==> config.mk <==
export PLATFORM = sky130hd
export DESIGN_NAME = red_pitaya_hk_gpio_flat
export DESIGN_NICKNAME = d
export VERILOG_FILES = /design/src/rtl/red_pitaya_hk_gpio_if.sv /design/src/rtl/red_pitaya_hk_gpio.sv /design/src/flat_wrapper.sv
export SDC_FILE = /design/constraint.sdc
export NUM_CORES = 1
export LEC_CHECK = 0
export BUFFER_PORTS_ARGS = -buffer_cell sky130_fd_sc_hd__buf_2
export CAP_MARGIN = 10
export CORE_AREA = 2 2 134 136
export CTS_CLUSTER_DIAMETER = 60
export CTS_CLUSTER_SIZE = 40
export DETAILED_ROUTE_END_ITERATION = 12
export DIE_AREA = 0 0 136 138
export PLACE_DENSITY = 0.83
export SLEW_MARGIN = 20
export SYNTH_ARGS = -nofsm -noshare
export SYNTH_HDL_FRONTEND = slang
export SYNTH_SLANG_ARGS = --single-unit
export TNS_END_PERCENT = 50
==> constraint.sdc <==
create_clock -name clk_i -period 3.9 [get_ports clk_i]
set_input_delay 0 -clock clk_i [delete_from_list [all_inputs] [get_ports clk_i]]
set_output_delay 0 -clock clk_i [all_outputs]
set_load 0.01 [all_outputs]
==> src/rtl/red_pitaya_hk_gpio_if.sv <==
// System bus bundle between the housekeeping bus master and the GPIO block.
// Latency: n/a (wires only).
// Backpressure: none; the slave acks every access one cycle after the strobe.
//
// Signals:
//   sys_addr / sys_wdata  - byte address and write data from the master
//   sys_wen / sys_ren     - single-cycle write / read strobes
//   sys_rdata             - read data, valid in the ack cycle
//   sys_err / sys_ack     - error flag (always 0) and access acknowledge
interface red_pitaya_hk_gpio_if;
    logic [31:0] sys_addr;
    logic [31:0] sys_wdata;
    logic        sys_wen;
    logic        sys_ren;
    logic [31:0] sys_rdata;
    logic        sys_err;
    logic        sys_ack;

    modport master (
        output sys_addr, sys_wdata, sys_wen, sys_ren,
        input  sys_rdata, sys_err, sys_ack
    );

    modport slave (
        input  sys_addr, sys_wdata, sys_wen, sys_ren,
        output sys_rdata, sys_err, sys_ack
    );
endinterface

==> src/rtl/red_pitaya_hk_gpio.sv <==
// Banked GPIO with input sync, optional debounce, edge-latched status and IRQ.
// Latency: bus ack/rdata 1 cycle after strobe; pin edge -> STATUS in SYNC+2 cycles, irq_o +1.
// Backpressure: none; every access is accepted and acked the following cycle.
//
// Ports:
//   clk_i, rstn_i - single clock, asynchronous active-low reset
//   gpio_dat_i    - asynchronous pin inputs, bank b at [b*DW +: DW]
//   gpio_dat_o    - DAT_O registers, gpio_dir_o - DIR registers (1 = drive)
//   irq_o         - registered level interrupt (IRQ_EN & any masked status)
//   sys           - system bus slave
module red_pitaya_hk_gpio #(
    parameter int DW   = 8,
    parameter int NB   = 2,
    parameter int SYNC = 2
) (
    input  logic                 clk_i,
    input  logic                 rstn_i,
    input  logic [NB*DW-1:0]     gpio_dat_i,
    output logic [NB*DW-1:0]     gpio_dat_o,
    output logic [NB*DW-1:0]     gpio_dir_o,
    output logic                 irq_o,
    red_pitaya_hk_gpio_if.slave  sys
);

    localparam int W = NB * DW;

    localparam logic [4:0]  OFF_DIR      = 5'h00;
    localparam logic [4:0]  OFF_DAT_O    = 5'h04;
    localparam logic [4:0]  OFF_DAT_I    = 5'h08;
    localparam logic [4:0]  OFF_RISE_EN  = 5'h0C;
    localparam logic [4:0]  OFF_FALL_EN  = 5'h10;
    localparam logic [4:0]  OFF_STATUS   = 5'h14;
    localparam logic [4:0]  OFF_MASK     = 5'h18;
    localparam logic [19:0] ADR_DEB_LEN  = 20'h00100;
    localparam logic [19:0] ADR_IRQ_EN   = 20'h00104;
    localparam logic [19:0] ADR_IRQ_PEND = 20'h00108;

    // Bank registers
    logic [NB-1:0][DW-1:0] dir_r;
    logic [NB-1:0][DW-1:0] dat_o_r;
    logic [NB-1:0][DW-1:0] rise_en_r;
    logic [NB-1:0][DW-1:0] fall_en_r;
    logic [NB-1:0][DW-1:0] status_r;
    logic [NB-1:0][DW-1:0] mask_r;

    // Global registers
    logic [15:0] deb_len_r;
    logic        irq_en_r;

    // Bus decode
    logic [19:0]   adr;
    logic          bank_space;
    logic [2:0]    adr_bank;
    logic [4:0]    adr_off;
    logic [DW-1:0] wdat;
    logic [NB-1:0] bank_hit;
    logic          deb_len_we;

    assign adr        = sys.sys_addr[19:0];
    assign bank_space = (adr[19:8] == 12'h000);
    assign adr_bank   = adr[7:5];
    assign adr_off    = adr[4:0];
    assign wdat       = sys.sys_wdata[DW-1:0];
    assign deb_len_we = sys.sys_wen && (adr == ADR_DEB_LEN);

    always_comb begin
        bank_hit = '0;
        for (int b = 0; b < NB; b++) begin
            bank_hit[b] = bank_space && (adr_bank == 3'(b));
        end
    end

    logic unused_ok;
    assign unused_ok = &{1'b0, sys.sys_addr[31:20], sys.sys_wdata};

    // Input synchroniser; stage 0 takes the raw pins
    logic [SYNC-1:0][W-1:0] sync_r;
    logic [W-1:0]           sync_out;

    always_ff @(posedge clk_i or negedge rstn_i) begin
        if (!rstn_i) begin
            sync_r <= '0;
        end else begin
            sync_r <= {sync_r[SYNC-2:0], gpio_dat_i};
        end
    end

    assign sync_out = sync_r[SYNC-1];

    // Debounce: one prescaler shared by all pins. A pin's debounced value only
    // moves when two consecutive tick samples agree.
    logic [15:0]           pre_cnt;
    logic                  tick;
    logic [W-1:0]          smp_prev;
    logic [NB-1:0][DW-1:0] deb_r;
    logic [NB-1:0][DW-1:0] deb_d;
    logic [W-1:0]          smp_diff;

    assign tick     = (deb_len_r != 16'd0) && (pre_cnt == deb_len_r);
    assign smp_diff = sync_out ^ smp_prev;

    always_ff @(posedge clk_i or negedge rstn_i) begin
        if (!rstn_i) begin
            pre_cnt  <= '0;
            smp_prev <= '0;
            deb_r    <= '0;
            deb_d    <= '0;
        end else begin
            deb_d <= deb_r;
            if (deb_len_we) begin
                // restart the sampling window so a new length starts cleanly
                pre_cnt  <= '0;
                smp_prev <= '0;
            end else if (deb_len_r == 16'd0) begin
                pre_cnt <= '0;
            end else if (tick) begin
                pre_cnt  <= '0;
                smp_prev <= sync_out;
            end else begin
                pre_cnt <= pre_cnt + 16'd1;
            end

            if (deb_len_r == 16'd0) begin
                deb_r <= sync_out;
            end else if (tick && !deb_len_we) begin
                deb_r <= (sync_out & ~smp_diff) | (deb_r & smp_diff);
            end
        end
    end

    // Edge detection on the debounced value. Edges are single-cycle pulses,
    // so enabling a RISE/FALL bit later never fires on old state.
    logic [NB-1:0][DW-1:0] rise;
    logic [NB-1:0][DW-1:0] fall;
    logic [NB-1:0][DW-1:0] status_clr;

    assign rise = deb_r & ~deb_d;
    assign fall = ~deb_r & deb_d;

    always_comb begin
        status_clr = '0;
        for (int b = 0; b < NB; b++) begin
            if (sys.sys_wen && bank_hit[b] && (adr_off == OFF_STATUS)) begin
                status_clr[b] = wdat;
            end
        end
    end

    // A new edge in the same cycle as a W1C keeps the bit set.
    always_ff @(posedge clk_i or negedge rstn_i) begin
        if (!rstn_i) begin
            status_r <= '0;
        end else begin
            status_r <= (status_r & ~status_clr) | (rise & rise_en_r) | (fall & fall_en_r);
        end
    end

    // Register writes
    always_ff @(posedge clk_i or negedge rstn_i) begin
        if (!rstn_i) begin
            dir_r     <= '0;
            dat_o_r   <= '0;
            rise_en_r <= '0;
            fall_en_r <= '0;
            mask_r    <= '0;
            deb_len_r <= '0;
            irq_en_r  <= 1'b0;
        end else if (sys.sys_wen) begin
            for (int b = 0; b < NB; b++) begin
                if (bank_hit[b]) begin
                    case (adr_off)
                        OFF_DIR:     dir_r[b]     <= wdat;
                        OFF_DAT_O:   dat_o_r[b]   <= wdat;
                        OFF_RISE_EN: rise_en_r[b] <= wdat;
                        OFF_FALL_EN: fall_en_r[b] <= wdat;
                        OFF_MASK:    mask_r[b]    <= wdat;
                        default: ;
                    endcase
                end
            end
            if (adr == ADR_DEB_LEN) begin
                deb_len_r <= sys.sys_wdata[15:0];
            end
            if (adr == ADR_IRQ_EN) begin
                irq_en_r <= sys.sys_wdata[0];
            end
        end
    end

    // Interrupt
    logic [7:0] irq_pend;

    always_comb begin
        irq_pend = '0;
        for (int b = 0; b < NB; b++) begin
            irq_pend[b] = |(status_r[b] & mask_r[b]);
        end
    end

    always_ff @(posedge clk_i or negedge rstn_i) begin
        if (!rstn_i) begin
            irq_o <= 1'b0;
        end else begin
            irq_o <= irq_en_r & (|irq_pend);
        end
    end

    // Read mux
    logic [31:0] rd_val;

    always_comb begin
        rd_val = '0;
        for (int b = 0; b < NB; b++) begin
            if (bank_hit[b]) begin
                case (adr_off)
                    OFF_DIR:     rd_val = 32'(dir_r[b]);
                    OFF_DAT_O:   rd_val = 32'(dat_o_r[b]);
                    OFF_DAT_I:   rd_val = 32'(deb_r[b]);
                    OFF_RISE_EN: rd_val = 32'(rise_en_r[b]);
                    OFF_FALL_EN: rd_val = 32'(fall_en_r[b]);
                    OFF_STATUS:  rd_val = 32'(status_r[b]);
                    OFF_MASK:    rd_val = 32'(mask_r[b]);
                    default: ;
                endcase
            end
        end
        case (adr)
            ADR_DEB_LEN:  rd_val = 32'(deb_len_r);
            ADR_IRQ_EN:   rd_val = 32'(irq_en_r);
            ADR_IRQ_PEND: rd_val = 32'(irq_pend);
            default: ;
        endcase
    end

    // Bus response
    logic        ack_r;
    logic [31:0] rdata_r;

    always_ff @(posedge clk_i or negedge rstn_i) begin
        if (!rstn_i) begin
            ack_r   <= 1'b0;
            rdata_r <= '0;
        end else begin
            ack_r   <= sys.sys_wen | sys.sys_ren;
            rdata_r <= sys.sys_ren ? rd_val : 32'h0;
        end
    end

    assign sys.sys_ack   = ack_r;
    assign sys.sys_rdata = rdata_r;
    assign sys.sys_err   = 1'b0;

    assign gpio_dat_o = dat_o_r;
    assign gpio_dir_o = dir_r;

endmodule

==> src/flat_wrapper.sv <==
// flat-port wrapper written by rule: the top's interface ports become plain ports
module red_pitaya_hk_gpio_flat 
#(
    parameter int DW   = 8,
    parameter int NB   = 2,
    parameter int SYNC = 2
)
  (clk_i, rstn_i, gpio_dat_i, gpio_dat_o, gpio_dir_o, irq_o, sys_sys_addr, sys_sys_wdata, sys_sys_wen, sys_sys_ren, sys_sys_rdata, sys_sys_err, sys_sys_ack);
  red_pitaya_hk_gpio_if sys_i ();
  input  logic clk_i;
  input  logic rstn_i;
  input  logic [NB*DW-1:0] gpio_dat_i;
  output logic [NB*DW-1:0] gpio_dat_o;
  output logic [NB*DW-1:0] gpio_dir_o;
  output logic irq_o;
  input wire logic [$bits(sys_i.sys_addr)-1:0] sys_sys_addr;
  input wire logic [$bits(sys_i.sys_wdata)-1:0] sys_sys_wdata;
  input wire logic [$bits(sys_i.sys_wen)-1:0] sys_sys_wen;
  input wire logic [$bits(sys_i.sys_ren)-1:0] sys_sys_ren;
  output wire logic [$bits(sys_i.sys_rdata)-1:0] sys_sys_rdata;
  output wire logic [$bits(sys_i.sys_err)-1:0] sys_sys_err;
  output wire logic [$bits(sys_i.sys_ack)-1:0] sys_sys_ack;
  assign sys_i.sys_addr = sys_sys_addr;
  assign sys_i.sys_wdata = sys_sys_wdata;
  assign sys_i.sys_wen = sys_sys_wen;
  assign sys_i.sys_ren = sys_sys_ren;
  assign sys_sys_rdata = sys_i.sys_rdata;
  assign sys_sys_err = sys_i.sys_err;
  assign sys_sys_ack = sys_i.sys_ack;
  red_pitaya_hk_gpio #(.DW(DW), .NB(NB), .SYNC(SYNC)) u_core (.clk_i(clk_i), .rstn_i(rstn_i), .gpio_dat_i(gpio_dat_i), .gpio_dat_o(gpio_dat_o), .gpio_dir_o(gpio_dir_o), .irq_o(irq_o), .sys(sys_i));
endmodule
==> results.sh <==
export IMPL_status="finished, final reports clean"
export IMPL_vias=7780
export IMPL_area_growth_pct=14.7
export IMPL_drt_iter0_drc=915
export IMPL_yosys_area_share_simple_pct=14.0
export IMPL_critPathMaxFanout=18
export IMPL_clk_pin_slew_ns=0.10
export IMPL_grt_max_degree=132
export IMPL_tightestPinTransition_ns=0.992
export IMPL_synth_area_sq_mm=0.0104
export IMPL_cp_required_ns=4.29
export IMPL_synthCells=909
export IMPL_wl_per_cell_um=20.0
export IMPL_clock_sinks=227
export IMPL_ys_ff_latch=227
export IMPL_synthAdderAreaFrac_pct=0.121
export IMPL_synth_edff_count=0
export IMPL_fin_crit_sh_pct=60.9
export IMPL_startpoint_type="primary input"
export IMPL_final_max_slew_viol_count=0
export IMPL_cts_htree_levels=1
export IMPL_synth_compound_area_share_pct=11.0
export IMPL_ioPinCount=151
export IMPL_grt_setup_unrepaired="false"
export IMPL_cts_path_max_buffers=3
export IMPL_leakage_nw=5.80
export IMPL_track_usage_pct=27.2
export IMPL_drc=0
export IMPL_r2r_start="u_core.deb_len_r[6]"
export IMPL_timing_fmax_mhz=421
export IMPL_fin_crit_ns=2.37
export IMPL_cts_inserted_buffers=16
export IMPL_synth_top_family_by_area="simple AND/OR/NAND/NOR gates"
export IMPL_utilization_pct=67.8
export IMPL_first_pass_iters=5
export IMPL_wirelength_um=25300
export IMPL_ctsResizeCount=0
export IMPL_avgSynthCellArea_sq_um=11.4
export IMPL_met1_usage_pct=38.4
export IMPL_io_buffers=105
export IMPL_rows=49
export IMPL_synth_main_ff_cell="dfrtp_1"
export IMPL_hold_viol=0
export IMPL_final_setup_viol_count=0
export IMPL_cts_tree="done"
export IMPL_met3_usage_pct=3.85
export IMPL_power_density_mw_per_mm2=365
export IMPL_max_slew_margin_pct=33.4
export IMPL_grt_pass1_wl_um=40500
export IMPL_nets=1111
export IMPL_maxCapViolCount=0
export IMPL_worstSetupPathType="primary input to flop"
export IMPL_synth_async_reset_ratio_pct=100
export IMPL_finalClockSkew_ns=0.0133
export IMPL_grt_util_met2_pct=42.9
export IMPL_dpl_cell_area_sq_mm=0.0110
export IMPL_fin_setup_tns_ns=0
export IMPL_hpwl_um=16100
export IMPL_synth_xor_area_share_pct=2.54
export IMPL_stdcell_count=1264
export IMPL_die_y_um=138
export IMPL_cts_root_buf="clkbuf_16"
export IMPL_cp_arrival_ns=2.76
export IMPL_die_area_sq_mm=0.0188
export IMPL_grt_antenna_before_repair=0
export IMPL_place_congestion=0.912
export IMPL_mostFrequentLayoutCells="dfrtp_1 (227), nand2_1 (106), buf_2 (104), mux2_2 (88), o21ai_0 (50)"
export IMPL_drive_gt1_share_pct=24.5
export IMPL_ys_types=60
export IMPL_synthMuxAreaShare_pct=13.8
export IMPL_nFillCells=1263
export IMPL_ant_nets=0
export IMPL_diodes=0
export IMPL_fin_area_sq_mm=0.0119
export IMPL_top_usage_layer="met2"
export IMPL_initial_core_util_pct=59.1
export IMPL_overflow=0
export IMPL_clock_latency_ns=0.50
export IMPL_ir_drop_uv=350
export IMPL_final_common_cell="dfrtp_1"
export IMPL_end_kind="flop"
export IMPL_min_from="sys_sys_addr[8]"
export IMPL_crit_start="sys_sys_addr[17]"
export IMPL_grt_pass1_vias=7451
export IMPL_dp_cells=1201
export IMPL_hp_class="primary input to flop"
export IMPL_core_area_sq_mm=0.0175
export IMPL_die_w_um=136
export IMPL_yosysSeqAreaShare_pct=54.8
export IMPL_yosys_warnings=0
export IMPL_vias_per_cell=6.16
-- state kept, by name, indices dropped and copies added (netlist names), 16 cells and up, named ones only --
name / flops
u_core.rise_en_r: 16
u_core.deb_len_r: 16
u_core.fall_en_r: 16
u_core.sys.sys_rdata: 16
u_core.gpio_dir_o: 16
u_core.status_r: 16
u_core.deb_d: 16
u_core.pre_cnt: 16
u_core.smp_prev: 16
u_core.gpio_dat_o: 16
u_core.mask_r: 16
u_core.sync_r: 16
u_core.sync_out: 16
-- timing repair --
action                     CTS  global route
setup buffers                0             0
hold endpoints to repair   250             0
hold buffers                36             0
setup endpoints to repair    0             0
-- worst paths after layout --
check                                          endpoint  slack [ns]  depth (start not counted)
worst max-delay path              u_core.gpio_dir_o[10]        1.53                          6
worst min-delay path            u_core.sys.sys_rdata[1]        0.05                          4
worst max register to register        u_core.pre_cnt[5]        1.62                          6
worst min register to register       u_core.sync_out[6]        0.35                          0
max in group asynchronous             u_core.mask_r[15]        2.75                          3
min in group asynchronous            u_core.status_r[5]        0.17                          2
-- power by group --
group          internal (mW)  leakage (nW)  switching, mW  total, mW
logic                 0.0855          2.56          0.134      0.220
registers               2.39          2.98         0.0343       2.42
clock network          0.809         0.258          0.889       1.70
-- per-layer routing --
layer | wire [um] | vias up
met3 | 1910 | 64
met1 | 10500 | 3849
met5 | 0 | -
met2 | 12000 | 377
li1 | - | 3490
met4 | 952 | 0
-- kinds of logic (layout without fill, tap and decap cells) --
| logic type | Yosys count | after routing |
|---|---|---|
| AOI/OAI and AO/OA | 173 | 173 |
| DFF | 227 | 227 |
| adders and majority gates | 1 | 1 |
| xor gates and xnor gates | 30 | 30 |
| and+or+nand+nor | 272 | 272 |
| buffers and inverters | 78 | 188 |
| muxes | 127 | 127 |
| other | 1 | 17 |
-- worst max-delay path, cell delays in order --
cell and delay, ns:
buf_2 0.10, or4_1 0.55, nand4b_4 0.29, nor3b_4 0.74, and3_1 0.67, mux2_2 0.41
-- cell type report --
class | count | area, sq um | share of cell area [%]
inverters | 5 | 18.8 | 0.158
well taps | 229 | 287 | 2.41
repair buffers | 156 | 1020 | 8.59
clock buffers | 16 | 400 | 3.37
multi-input cells | 620 | 4360 | 36.7
flip-flops and latches | 227 | 5680 | 47.8
clock inverters | 11 | 123 | 1.03
-- Yosys cell counts (all sizes together) (10+ instances only) --
| cell | count | area share, % |
|---|---|---|
| a31oi | 18 | 1.1 |
| nor4 | 12 | 0.78 |
| o31ai | 16 | 1.2 |
| nand3 | 37 | 2.0 |
| a22oi | 16 | 1.2 |
| and3 | 10 | 0.60 |
| nand2 | 106 | 3.8 |
| buf | 37 | 2.3 |
| mux2 | 104 | 11 |
| dfrtp | 227 | 55 |
| mux2i | 21 | 2.0 |
| clkbuf | 36 | 1.3 |
| nor2 | 35 | 1.3 |
| and2 | 11 | 0.66 |
| o21ai | 50 | 2.4 |
| a21o | 16 | 1.2 |
| xor2 | 21 | 1.8 |
| nand3b | 19 | 1.4 |
| a21oi | 24 | 1.2 |
-- stage by stage --
stage               setup WS (ns)  hold WS, ns  power [mW]
floorplan                    1.90       -0.296        2.55
global placement             1.15        0.109        2.65
detailed placement           1.09        0.109        2.66
CTS                          1.57       0.0156        4.38
global route                 1.44       0.0617        4.50
finish                       1.53       0.0502        4.34
Note: power is estimated with default switching activity, not from simulation.
